===== src/rtl/exmem_pipe_reg_pkg.sv =====
// rtl/exmem_pipe_reg_pkg.sv - shared constants and helpers for the EX/MEM pipeline register
//
// Purpose : bit positions of the control and flag vectors carried from EX to
//           MEM, their widths, the shadow-counter width and the default squash
//           depth. Also holds a small gating helper used by the datapath.
// Ports   : none (package).

package exmem_pipe_reg_pkg;

  localparam int CTRL_W = 12;
  localparam int FLAG_W = 3;

  // ex_ctrl_i / mem_ctrl_o bit positions
  localparam int CTL_JUMP     = 11;
  localparam int CTL_JAL      = 10;
  localparam int CTL_JALR     = 9;
  localparam int CTL_BEQ      = 8;
  localparam int CTL_BNE      = 7;
  localparam int CTL_BGEZ     = 6;
  localparam int CTL_BGTZ     = 5;
  localparam int CTL_BLEZ     = 4;
  localparam int CTL_BLTZ     = 3;
  localparam int CTL_REGWR    = 2;
  localparam int CTL_MEMWR    = 1;
  localparam int CTL_MEMTOREG = 0;

  // ex_flags_i / mem_flags_o bit positions
  localparam int FLG_ZERO  = 2;
  localparam int FLG_ZBGEZ = 1;
  localparam int FLG_ZBGTZ = 0;

  // Squash window: three younger instructions (IF, ID, EX occupants).
  localparam int SHADOW_DEF = 3;
  localparam int CNT_W      = 3;

  localparam int STATS_W = 16;

  // Pass the control vector through only when keep is set; a bubble must
  // never write a register, write memory or request a branch.
  function automatic logic [CTRL_W-1:0] ctrl_gate(input logic [CTRL_W-1:0] ctrl,
                                                  input logic              keep);
    return keep ? ctrl : '0;
  endfunction

endpackage


===== src/rtl/exmem_pipe_reg_squash_shadow_ctr.sv =====
// rtl/exmem_pipe_reg_squash_shadow_ctr.sv - wrong-path shadow counter and squash decision
//
// Purpose : counts down the wrong-path instructions that follow a taken
//           redirect and decides whether the instruction leaving EX this
//           cycle must become a bubble.
// Ports   : clk, rst_n      clock, async active-low reset
//           stall_i         freeze the counter
//           flush_i         external one-bubble flush (does not touch counter)
//           redirect_i      taken transfer seen on the MEM occupant
//           squash_o        squash the EX occupant on the coming edge
//           busy_o          squash window active (counter non-zero)

module squash_shadow_ctr
  import exmem_pipe_reg_pkg::*;
#(
  parameter int SHADOW = SHADOW_DEF
) (
  input  logic clk,
  input  logic rst_n,
  input  logic stall_i,
  input  logic flush_i,
  input  logic redirect_i,
  output logic squash_o,
  output logic busy_o
);

  // The redirecting edge itself squashes one instruction, so the counter only
  // has to cover the remaining SHADOW-1.
  localparam logic [CNT_W-1:0] RELOAD = CNT_W'(SHADOW - 1);

  logic [CNT_W-1:0] cnt_q;
  logic [CNT_W-1:0] cnt_d;
  logic             cnt_nz;

  assign cnt_nz = (cnt_q != '0);

  // squash_o only feeds register D inputs in the top, so the combinational
  // redirect_i dependency never reaches a mem_* output.
  assign squash_o = flush_i | redirect_i | cnt_nz;
  assign busy_o   = cnt_nz;

  always_comb begin
    cnt_d = cnt_q;
    if (!stall_i) begin
      // A redirect while the window is open is not expected (bubbles carry no
      // branch bits); reloading is the safe reaction if it ever occurs.
      if (redirect_i) begin
        cnt_d = RELOAD;
      end else if (cnt_nz) begin
        cnt_d = cnt_q - 1'b1;
      end
    end
  end

  always_ff @(posedge clk or negedge rst_n) begin
    if (!rst_n) begin
      cnt_q <= '0;
    end else begin
      cnt_q <= cnt_d;
    end
  end

endmodule


===== src/rtl/exmem_pipe_reg.sv =====
// rtl/exmem_pipe_reg.sv - EX/MEM pipeline register with redirect squash window
//
// Purpose : latches the EX-stage result, control and condition flags for the
//           MEM stage, turning wrong-path and flushed instructions into bubbles.
//           Optional macro EXMEM_SQUASH_STATS_EN adds a saturating count of
//           squashed valid instructions on squash_cnt_o.
// Ports   : clk, rst_n                 clock, async active-low reset
//           stall_i, flush_i           hold everything / insert one bubble
//           redirect_i                 taken transfer from the hazard detector
//           ex_valid_i .. ex_pc4_i     EX-stage occupant
//           mem_valid_o .. mem_rd_o    MEM-stage occupant (one cycle later)
//           shadow_busy_o              squash window active
//           squash_cnt_o               squashed-valid count (macro only)

module exmem_pipe_reg
  import exmem_pipe_reg_pkg::*;
#(
  parameter int DW     = 32,
  parameter int RW     = 5,
  parameter int SHADOW = SHADOW_DEF
) (
  input  logic              clk,
  input  logic              rst_n,
  input  logic              stall_i,
  input  logic              flush_i,
  input  logic              redirect_i,
  input  logic              ex_valid_i,
  input  logic [CTRL_W-1:0] ex_ctrl_i,
  input  logic [FLAG_W-1:0] ex_flags_i,
  input  logic [DW-1:0]     ex_alu_i,
  input  logic [DW-1:0]     ex_wdata_i,
  input  logic [RW-1:0]     ex_rd_i,
  input  logic [DW-1:0]     ex_target_i,
  input  logic [DW-1:0]     ex_pc4_i,
  output logic              mem_valid_o,
  output logic [CTRL_W-1:0] mem_ctrl_o,
  output logic [FLAG_W-1:0] mem_flags_o,
  output logic [DW-1:0]     mem_alu_o,
  output logic [DW-1:0]     mem_wdata_o,
  output logic [DW-1:0]     mem_target_o,
  output logic [DW-1:0]     mem_pc4_o,
  output logic [RW-1:0]     mem_rd_o,
  output logic              shadow_busy_o
`ifdef EXMEM_SQUASH_STATS_EN
  ,
  output logic [STATS_W-1:0] squash_cnt_o
`endif
);

  logic squash;

  squash_shadow_ctr #(
    .SHADOW (SHADOW)
  ) u_shadow (
    .clk        (clk),
    .rst_n      (rst_n),
    .stall_i    (stall_i),
    .flush_i    (flush_i),
    .redirect_i (redirect_i),
    .squash_o   (squash),
    .busy_o     (shadow_busy_o)
  );

  logic              valid_q,  valid_d;
  logic [CTRL_W-1:0] ctrl_q,   ctrl_d;
  logic [FLAG_W-1:0] flags_q,  flags_d;
  logic [DW-1:0]     alu_q,    alu_d;
  logic [DW-1:0]     wdata_q,  wdata_d;
  logic [DW-1:0]     target_q, target_d;
  logic [DW-1:0]     pc4_q,    pc4_d;
  logic [RW-1:0]     rd_q,     rd_d;

  always_comb begin
    valid_d  = valid_q;
    ctrl_d   = ctrl_q;
    flags_d  = flags_q;
    alu_d    = alu_q;
    wdata_d  = wdata_q;
    target_d = target_q;
    pc4_d    = pc4_q;
    rd_d     = rd_q;
    if (!stall_i) begin
      // Data and flags always follow EX so a bubble is still deterministic;
      // only valid and control are what make it harmless.
      flags_d  = ex_flags_i;
      alu_d    = ex_alu_i;
      wdata_d  = ex_wdata_i;
      target_d = ex_target_i;
      pc4_d    = ex_pc4_i;
      rd_d     = ex_rd_i;
      valid_d  = ex_valid_i & ~squash;
      ctrl_d   = ctrl_gate(ex_ctrl_i, ex_valid_i & ~squash);
    end
  end

  always_ff @(posedge clk or negedge rst_n) begin
    if (!rst_n) begin
      valid_q  <= 1'b0;
      ctrl_q   <= '0;
      flags_q  <= '0;
      alu_q    <= '0;
      wdata_q  <= '0;
      target_q <= '0;
      pc4_q    <= '0;
      rd_q     <= '0;
    end else begin
      valid_q  <= valid_d;
      ctrl_q   <= ctrl_d;
      flags_q  <= flags_d;
      alu_q    <= alu_d;
      wdata_q  <= wdata_d;
      target_q <= target_d;
      pc4_q    <= pc4_d;
      rd_q     <= rd_d;
    end
  end

  assign mem_valid_o  = valid_q;
  assign mem_ctrl_o   = ctrl_q;
  assign mem_flags_o  = flags_q;
  assign mem_alu_o    = alu_q;
  assign mem_wdata_o  = wdata_q;
  assign mem_target_o = target_q;
  assign mem_pc4_o    = pc4_q;
  assign mem_rd_o     = rd_q;

`ifdef EXMEM_SQUASH_STATS_EN
  localparam logic [STATS_W-1:0] STATS_MAX = '1;

  logic [STATS_W-1:0] stats_q, stats_d;

  always_comb begin
    stats_d = stats_q;
    if (!stall_i && squash && ex_valid_i && (stats_q != STATS_MAX)) begin
      stats_d = stats_q + 1'b1;
    end
  end

  always_ff @(posedge clk or negedge rst_n) begin
    if (!rst_n) begin
      stats_q <= '0;
    end else begin
      stats_q <= stats_d;
    end
  end

  assign squash_cnt_o = stats_q;
`endif

endmodule


===== config.mk =====
export PLATFORM = sky130hd
export DESIGN_NAME = exmem_pipe_reg
export DESIGN_NICKNAME = d
export VERILOG_FILES = /design/src/rtl/exmem_pipe_reg_pkg.sv /design/src/rtl/exmem_pipe_reg_squash_shadow_ctr.sv /design/src/rtl/exmem_pipe_reg.sv
export SDC_FILE = /design/constraint.sdc
export NUM_CORES = 1
export LEC_CHECK = 0
export BUFFER_PORTS_ARGS = -buffer_cell sky130_fd_sc_hd__buf_2
export CORE_MARGIN = 2
export CORE_UTILIZATION = 41
export CTS_CLUSTER_SIZE = 28
export DETAILED_ROUTE_END_ITERATION = 6
export GPL_TIMING_DRIVEN = 0
export PLACE_DENSITY = 0.76
export SLEW_MARGIN = 20
export SYNTH_ARGS = -nofsm -noshare
export SYNTH_HDL_FRONTEND = slang
export SYNTH_SLANG_ARGS = --single-unit

===== constraint.sdc =====
create_clock -name clk -period 1.6 [get_ports clk]
set_clock_uncertainty 0.15 [all_clocks]
set_input_delay 0.4 -clock clk [delete_from_list [all_inputs] [get_ports clk]]
set_output_delay 0.4 -clock clk [all_outputs]
set_load 0.05 [all_outputs]

==> flow_summary.yaml, run 1 <==
outcome:
  status: "complete, but fails checks"
  violations: "setup timing"
sta:
  tightest_slew_ns: 0.420
  rsz0062_at_grt: "true"
  slew_headroom_pct: 72.0
  layout_min_cycle_time_ns: 1.80
  fin_ws_ns: -0.197
  whs_ns: 0.0552
  fin_crit_sh_pct: 112
  max_freq_mhz: 556
  setup_viol: 14
  hold_viol: 0
  drv_slew: 0
power_and_ir_drop:
  internal_power_mw: 7.96
  power.switching_mw: 3.67
  total_leakage_power_nw: 4.46
  p_sw_share_pct: 31.6
  combPwrFrac_pct: 27.0
  p_seq_share_pct: 38.3
  ir_drop_v: 0.000674
  finalPower_mw: 11.6
  p_clk_share_pct: 34.7
  power_density_mw_per_mm2: 1320
global_routing:
  grt_overflow: 0
  first_global_vias: 4436
  grt_pass1_wl_mm: 22.6
  grt_usage_pct: 18.6
  antenna_found_initial: 0
  grt_max_degree: 87
setup_path:
  cp_max_fo: 2
  required_ns: 1.05
  cp-start-kind: "register"
  slowest_stage: "dfrtp_1"
  critPathTopFamily: "flip-flops"
  end_kind: "primary output"
  path_cells: "inv_2 -> ha_4 -> nand2b_4 -> buf_8"
  worstSetupPathType: "reg -> out"
  cp.arrival_ns: 1.25
  critPathBufInv: 2
  critPathMaxStageDelay_ns: 0.40
die:
  rows: 44
  die_w_um: 125
  start_util_pct: 41.4
  die_y_um: 125
  die_area_sq_mm: 0.0155
  io_pins: 304
  coreArea_sq_mm: 0.0144
clocking:
  cts_tree: "built"
  clock_sinks: 152
  clk_pin_slew_ns: 0.06
  root_buffer: "clkbuf_16"
  htree_levels: 4
  cts-buffers-inserted: 17
  clockBufferDepth: 2
  clk_latency_ns: 0.40
synth:
  ys_ff_latch: 152
  syn_inst: 336
  synth_mux_area_share_pct: 29.5
  synth_cell_types: 20
  synth-simple-area-share_pct: 1.16
  ys_warn_count: 0
  syn_avg_cell_area_sq_um: 17.7
  synth_area_sq_mm: 0.00595
  synthAdderAreaFrac_pct: 0.420
  ys_seq_area_share_pct: 63.9
  synth_fp_nets: 492
  synth-compound-area-share_pct: 2.35
  synthXorXnorAreaFrac_pct: 0
  synth_top_family_by_area: "multiplexers"
route:
  drc_errors: 0
  routed_wl_mm: 14.4
  drtPass1Iterations: 4
  routedWlPerCell_um: 16.6
  vias_per_cell: 4.71
  num_vias: 4067
  drt_iter0_drc: 107
  ant_nets: 0
min_path:
  hold_path_class: "in -> reg"
placed_design:
  dpl_worst_slack_ns: -0.0336
  dp_hpwl_mm: 10.6
  gp_congestion: 0.860
  io_buffer_count: 302
finish:
  drive_gt1_share_pct: 73.2
  antenna_cells: 0
  final_util_pct: 61.2
  mostFrequentLayoutCells: "buf_2 (179), dfrtp_1 (152), buf_4 (81), mux2_2 (71), mux2_4 (60)"
  final_common_cell: "buf_2"
  num-nets-final: 824
  syn_to_final_growth_pct: 47.8
flow_run:
  maxCapViolCount: 0
## final cells by class
| cell class | count | area, sq um |
|---|---|---|
| fillers | 1106 | 5570 |
| flip-flops and latches | 152 | 3800 |
| multi-input cells | 164 | 2000 |
| repair buffers | 313 | 1990 |
| clock buffers | 20 | 457 |
| well taps | 184 | 230 |
| plain buffers | 18 | 156 |
| clock inverters | 11 | 149 |
| inverters | 2 | 7.51 |
## power groups by stage
stage               clock, mW  combinational [mW]  sequential, mW
floorplan                   0               0.715            5.76
global placement            0                2.74            4.47
detailed placement          0                2.80            4.50
CTS                      4.15                3.03            4.45
global route             4.34                3.28            4.50
finish                   4.03                3.14            4.45
## routing by layer
metal | vias up | GRT usage [%] | part of all wire (%)
met5 | - | 0 | 0
met4 | 0 | 8.20 | 2.3
met3 | 23 | 5.15 | 5.9
met2 | 164 | 32.9 | 54
met1 | 2026 | 20.9 | 38
li1 | 1854 | - | -
## final timing paths
| kind | from | endpoint | slack [ns] | cells after the start |
|---|---|---|---|---|
| setup / recovery | u_shadow.cnt_q[1]$_DFFE_PN0P_ | shadow_busy_o | -0.20 | 4 |
| hold / removal | ex_alu_i[24] | mem_alu_o[24]$_DFFE_PN0N_ | 0.06 | 2 |
| setup reg to reg | u_shadow.cnt_q[1]$_DFFE_PN0P_ | mem_ctrl_o[11]$_DFFE_PN0N_ | -0.10 | 7 |
| hold reg to reg | mem_valid_o$_DFFE_PN0N_ | mem_valid_o$_DFFE_PN0N_ | 0.33 | 1 |
| max in group asynchronous | rst_n | mem_target_o[3]$_DFFE_PN0N_ | 0.25 | 3 |
| min in group asynchronous | rst_n | mem_alu_o[12]$_DFFE_PN0N_ | 0.32 | 2 |
## cell families after synthesis
logic type	after synthesis
buffers and inverters	20
muxes	136
DFF	152
adders and majority gates	2
AOI/OAI and AO/OA	17
and+or+nand+nor	9
## cell usage after synthesis
| cell | number | area [sq um] |
|---|---|---|
| dfrtp_1 | 152 | 3800 |
| mux2_2 | 71 | 800 |
| mux2_4 | 60 | 901 |
| a22o_1 | 12 | 105 |
| buf_6 | 10 | 113 |
| buf_2 | 8 | 40.0 |
| mux2_1 | 5 | 56.3 |
| ha_1 | 2 | 25.0 |
| inv_1 | 2 | 7.51 |
| nand2_1 | 2 | 7.51 |
| nand3_1 | 2 | 10.0 |
| o21ai_0 | 2 | 10.0 |
| a21o_1 | 1 | 7.51 |
| and4bb_4 | 1 | 16.3 |
| nand2b_4 | 1 | 13.8 |
| nor2_1 | 1 | 3.75 |
| nor2_4 | 1 | 11.3 |
| nor4_1 | 1 | 6.26 |
| o21a_1 | 1 | 7.51 |
| o21ba_2 | 1 | 10.0 |
## registers in the layout (all words and copies together) (netlist names)
register        count
mem_alu_o          32
mem_ctrl_o         12
mem_flags_o         3
mem_pc4_o          32
mem_rd_o            5
mem_target_o       32
mem_valid_o         1
mem_wdata_o        32
u_shadow.cnt_q      3
## per-stage QoR
step	cell area, sq um	setup TNS [ns]	std cells
3_5_place_dp	7730	-0.248	823
3_3_place_gp	7700	-302.55	822
4_1_cts	8610	-1.17	861
5_1_grt	8800	-2.13	864
2_1_floorplan	5950	0	336
6_report	8800	-1.21	864
## timing repair
action	4_1_cts	5_1_grt
gates resized for setup	77	72
endpoints found under the hold margin	66	0
buffers inserted	5	3
cloned	1	0
hold buffers	1	0
endpoints found under the setup margin	77	81
pin swaps	1	2
(Power assumes the default switching activity.)
==> inputs of run 2 (changes only) <==
--- a/config.mk
+++ b/config.mk
@@ -6,13 +6,14 @@
 export NUM_CORES = 1
 export LEC_CHECK = 0
 export BUFFER_PORTS_ARGS = -buffer_cell sky130_fd_sc_hd__buf_2
-export CORE_MARGIN = 2
-export CORE_UTILIZATION = 41
+export CORE_AREA = 2 2 118 120
 export CTS_CLUSTER_SIZE = 28
 export DETAILED_ROUTE_END_ITERATION = 6
+export DIE_AREA = 0 0 120 122
 export GPL_TIMING_DRIVEN = 0
-export PLACE_DENSITY = 0.76
+export PLACE_DENSITY = 0.79
 export SLEW_MARGIN = 20
 export SYNTH_ARGS = -nofsm -noshare
 export SYNTH_HDL_FRONTEND = slang
+export SYNTH_HIERARCHICAL = 1
 export SYNTH_SLANG_ARGS = --single-unit
==> constraint.sdc (replaced) <==
create_clock -name clk -period 2.1 [get_ports clk]
set_clock_uncertainty 0.15 [all_clocks]
set_input_delay 0.525 -clock clk [delete_from_list [all_inputs] [get_ports clk]]
set_output_delay 0.525 -clock clk [all_outputs]
set_load 0.05 [all_outputs]
==> flow_summary.yaml, run 2 <==
outcome:
  status: "finished, final reports clean"
power_and_ir_drop:
  power_density_mw_per_mm2: 1040
  p_seq_share_pct: 38.4
  total_leakage_power_nw: 4.37
  power.switching_mw: 2.81
  internal_power_mw: 6.01
  combPwrFrac_pct: 24.7
  p_clk_share_pct: 36.9
  p_sw_share_pct: 31.8
  ir_drop_v: 0.000553
die:
  rows: 43
  coreArea_sq_mm: 0.0135
  die_area_sq_mm: 0.0146
  die_w_um: 120
  die_y_um: 122
  io_pins: 304
  start_util_pct: 44.7
synth:
  synth.most_common_cell: "dfrtp_1"
  syn_avg_cell_area_sq_um: 16.6
  synth-edff-count: 0
  synth_cell_types: 19
  synth_area_sq_mm: 0.00604
  synthArstFlopShare_pct: 100
  ys_seq_area_share_pct: 63.0
  ys.flop_type: "dfrtp_1"
  synth_fp_nets: 519
  ys_warn_count: 6
  synth_top_cell_by_area: "dfrtp_1"
  ys_ff_latch: 152
  netlist_top_cells_area: "dfrtp_1 (63%), mux2_4 (16%), mux2_2 (13%)"
  yosys-top-cells-count: "dfrtp_1 (152), mux2_2 (70), mux2_4 (66)"
  syn_inst: 363
  yosysTopAreaCellShare_pct: 63.0
route:
  num_vias: 4193
  ant_nets: 0
  drc_errors: 0
  routedWlPerCell_um: 16.8
  drt_iter0_drc: 188
  vias_per_cell: 4.76
  routed_wl_mm: 14.8
  drtPass1Iterations: 4
global_routing:
  grt_overflow: 0
  grt_max_degree: 85
  antenna_found_initial: 0
  first_global_vias: 4537
  grt_usage_pct: 20.4
  grt_pass1_wl_mm: 22.9
sta:
  slew_headroom_pct: 65.6
  hold_viol: 0
  rsz0062_at_grt: "false"
  drv_slew: 0
  whs_ns: 0.186
  fin_ws_ns: 0.0744
  tightest_slew_ns: 0.516
  setup_viol: 0
  layout_min_cycle_time_ns: 2.03
  max_freq_mhz: 494
  fin_crit_sh_pct: 96.5
setup_path:
  cp_max_fo: 5
  path_cells: "inv_1 -> ha_4 -> nand2b_4 -> buf_4"
  critPathMaxStageDelay_ns: 0.39
  slowest_stage: "dfrtp_1"
  r2r_slack_ns: 0.17
  cp.arrival_ns: 1.35
  required_ns: 1.42
  critPathTopFamily: "flip-flops"
  critPathBufInv: 2
  cp-start-kind: "register"
  end_kind: "primary output"
  worstSetupPathType: "reg -> out"
clocking:
  clk_pin_slew_ns: 0.06
  root_buffer: "clkbuf_16"
  clk_latency_ns: 0.41
  clockBufferDepth: 2
  cts-buffers-inserted: 17
  clock_sinks: 152
  htree_levels: 4
  cts_tree: "built"
finish:
  final_common_cell: "buf_2"
  syn_to_final_growth_pct: 40.5
  mostFrequentLayoutCells: "buf_2 (310), dfrtp_1 (152), mux2_2 (70), mux2_4 (66), clkbuf_16 (17)"
  antenna_cells: 0
  drive_gt1_share_pct: 70.3
  num-nets-final: 843
placed_design:
  gp_congestion: 0.785
  io_buffer_count: 303
  dp_hpwl_mm: 10.9
  dpl_worst_slack_ns: 0.0928
flow_run:
  maxCapViolCount: 0
min_path:
  hold_path_class: "in -> reg"
==> run 2: changes by cell type in the layout (fill, tap and decap cells not counted), moves of 2 or more <==
cell,change
o21ai_1,+2
nand2_1,+13
a22o_1,-12
buf_2,+131
buf_4,-80
mux2_1,-5
nand2b_1,+13
o21ai_0,+11
mux2_4,+6
clkbuf_4,-54
buf_6,-2
clkinv_4,-3
==> run 2: per-layer routing <==
layer | part of all wire [%] | track usage (%) | up-vias
li1 | - | - | 1903
met1 | 37 | 22.5 | 2057
met2 | 53 | 36.4 | 212
met3 | 8.2 | 6.65 | 21
met4 | 1.8 | 8.01 | 0
met5 | 0 | 0 | -
==> run 2: layout make-up <==
type,count,area (sq um)
sequential,152,3800
inverter,2,7.51
clock inverter,11,169
tap,180,225
clock buffer,21,470
fill,1028,5020
buffer,19,150
timing repair buffer,305,1570
multi-input combinational,190,2090
==> run 2: final timing paths <==
check                                              start                      endpoint  depth (start not counted)
min                                      ex_target_i[13]  mem_target_o[13]$_DFFE_PN0N_                          2
max                        u_shadow/cnt_q[1]$_DFFE_PN0P_                 shadow_busy_o                          4
max reg2reg                u_shadow/cnt_q[1]$_DFFE_PN0P_     mem_ctrl_o[0]$_DFFE_PN0N_                          7
min reg2reg                    mem_ctrl_o[8]$_DFFE_PN0N_     mem_ctrl_o[8]$_DFFE_PN0N_                          2
min in group asynchronous                          rst_n     mem_alu_o[14]$_DFFE_PN0N_                          2
max in group asynchronous                          rst_n     mem_pc4_o[25]$_DFFE_PN0N_                          3
==> run 2: cell families after synthesis <==
kind of cell / share of synthesized area [%]
AO/OA/AOI/OAI: 1.53
multiplexers: 29.5
flip-flops: 63.0
AND/OR/NAND/NOR: 3.00
adder cells (fa/ha/maj): 0.414
buffers and inverters: 2.61
==> run 2: power groups by stage <==
stage	registers (mW)	logic [mW]	clock network [mW]
6_report	3.38	2.18	3.26
5_1_grt	3.42	2.29	3.46
4_1_cts	3.38	2.18	3.30
3_5_place_dp	3.43	2.16	0
3_3_place_gp	3.40	2.11	0
2_1_floorplan	4.39	0.559	0
==> run 2: stage by stage <==
step / area [sq um] / setup TNS [ns] / utilization, % / power, mW / cells
floorplan: 6040 / 0 / - / 4.94 / 363
global placement: 7780 / -244.74 / 57.6 / 5.51 / 846
detailed placement: 7820 / 0 / 57.9 / 5.58 / 847
CTS: 8470 / 0 / 62.7 / 8.86 / 880
global route: 8480 / 0 / 62.8 / 9.16 / 880
finish: 8480 / 0 / 62.8 / 8.82 / 880
==> run 2: timing repair <==
action | in CTS | in global routing
setup buffers | 0 | 0
setup endpoints to repair | 1 | 8
gates resized for setup | 2 | 2
endpoints found under the hold margin | 68 | 0
hold buffers | 1 | 0
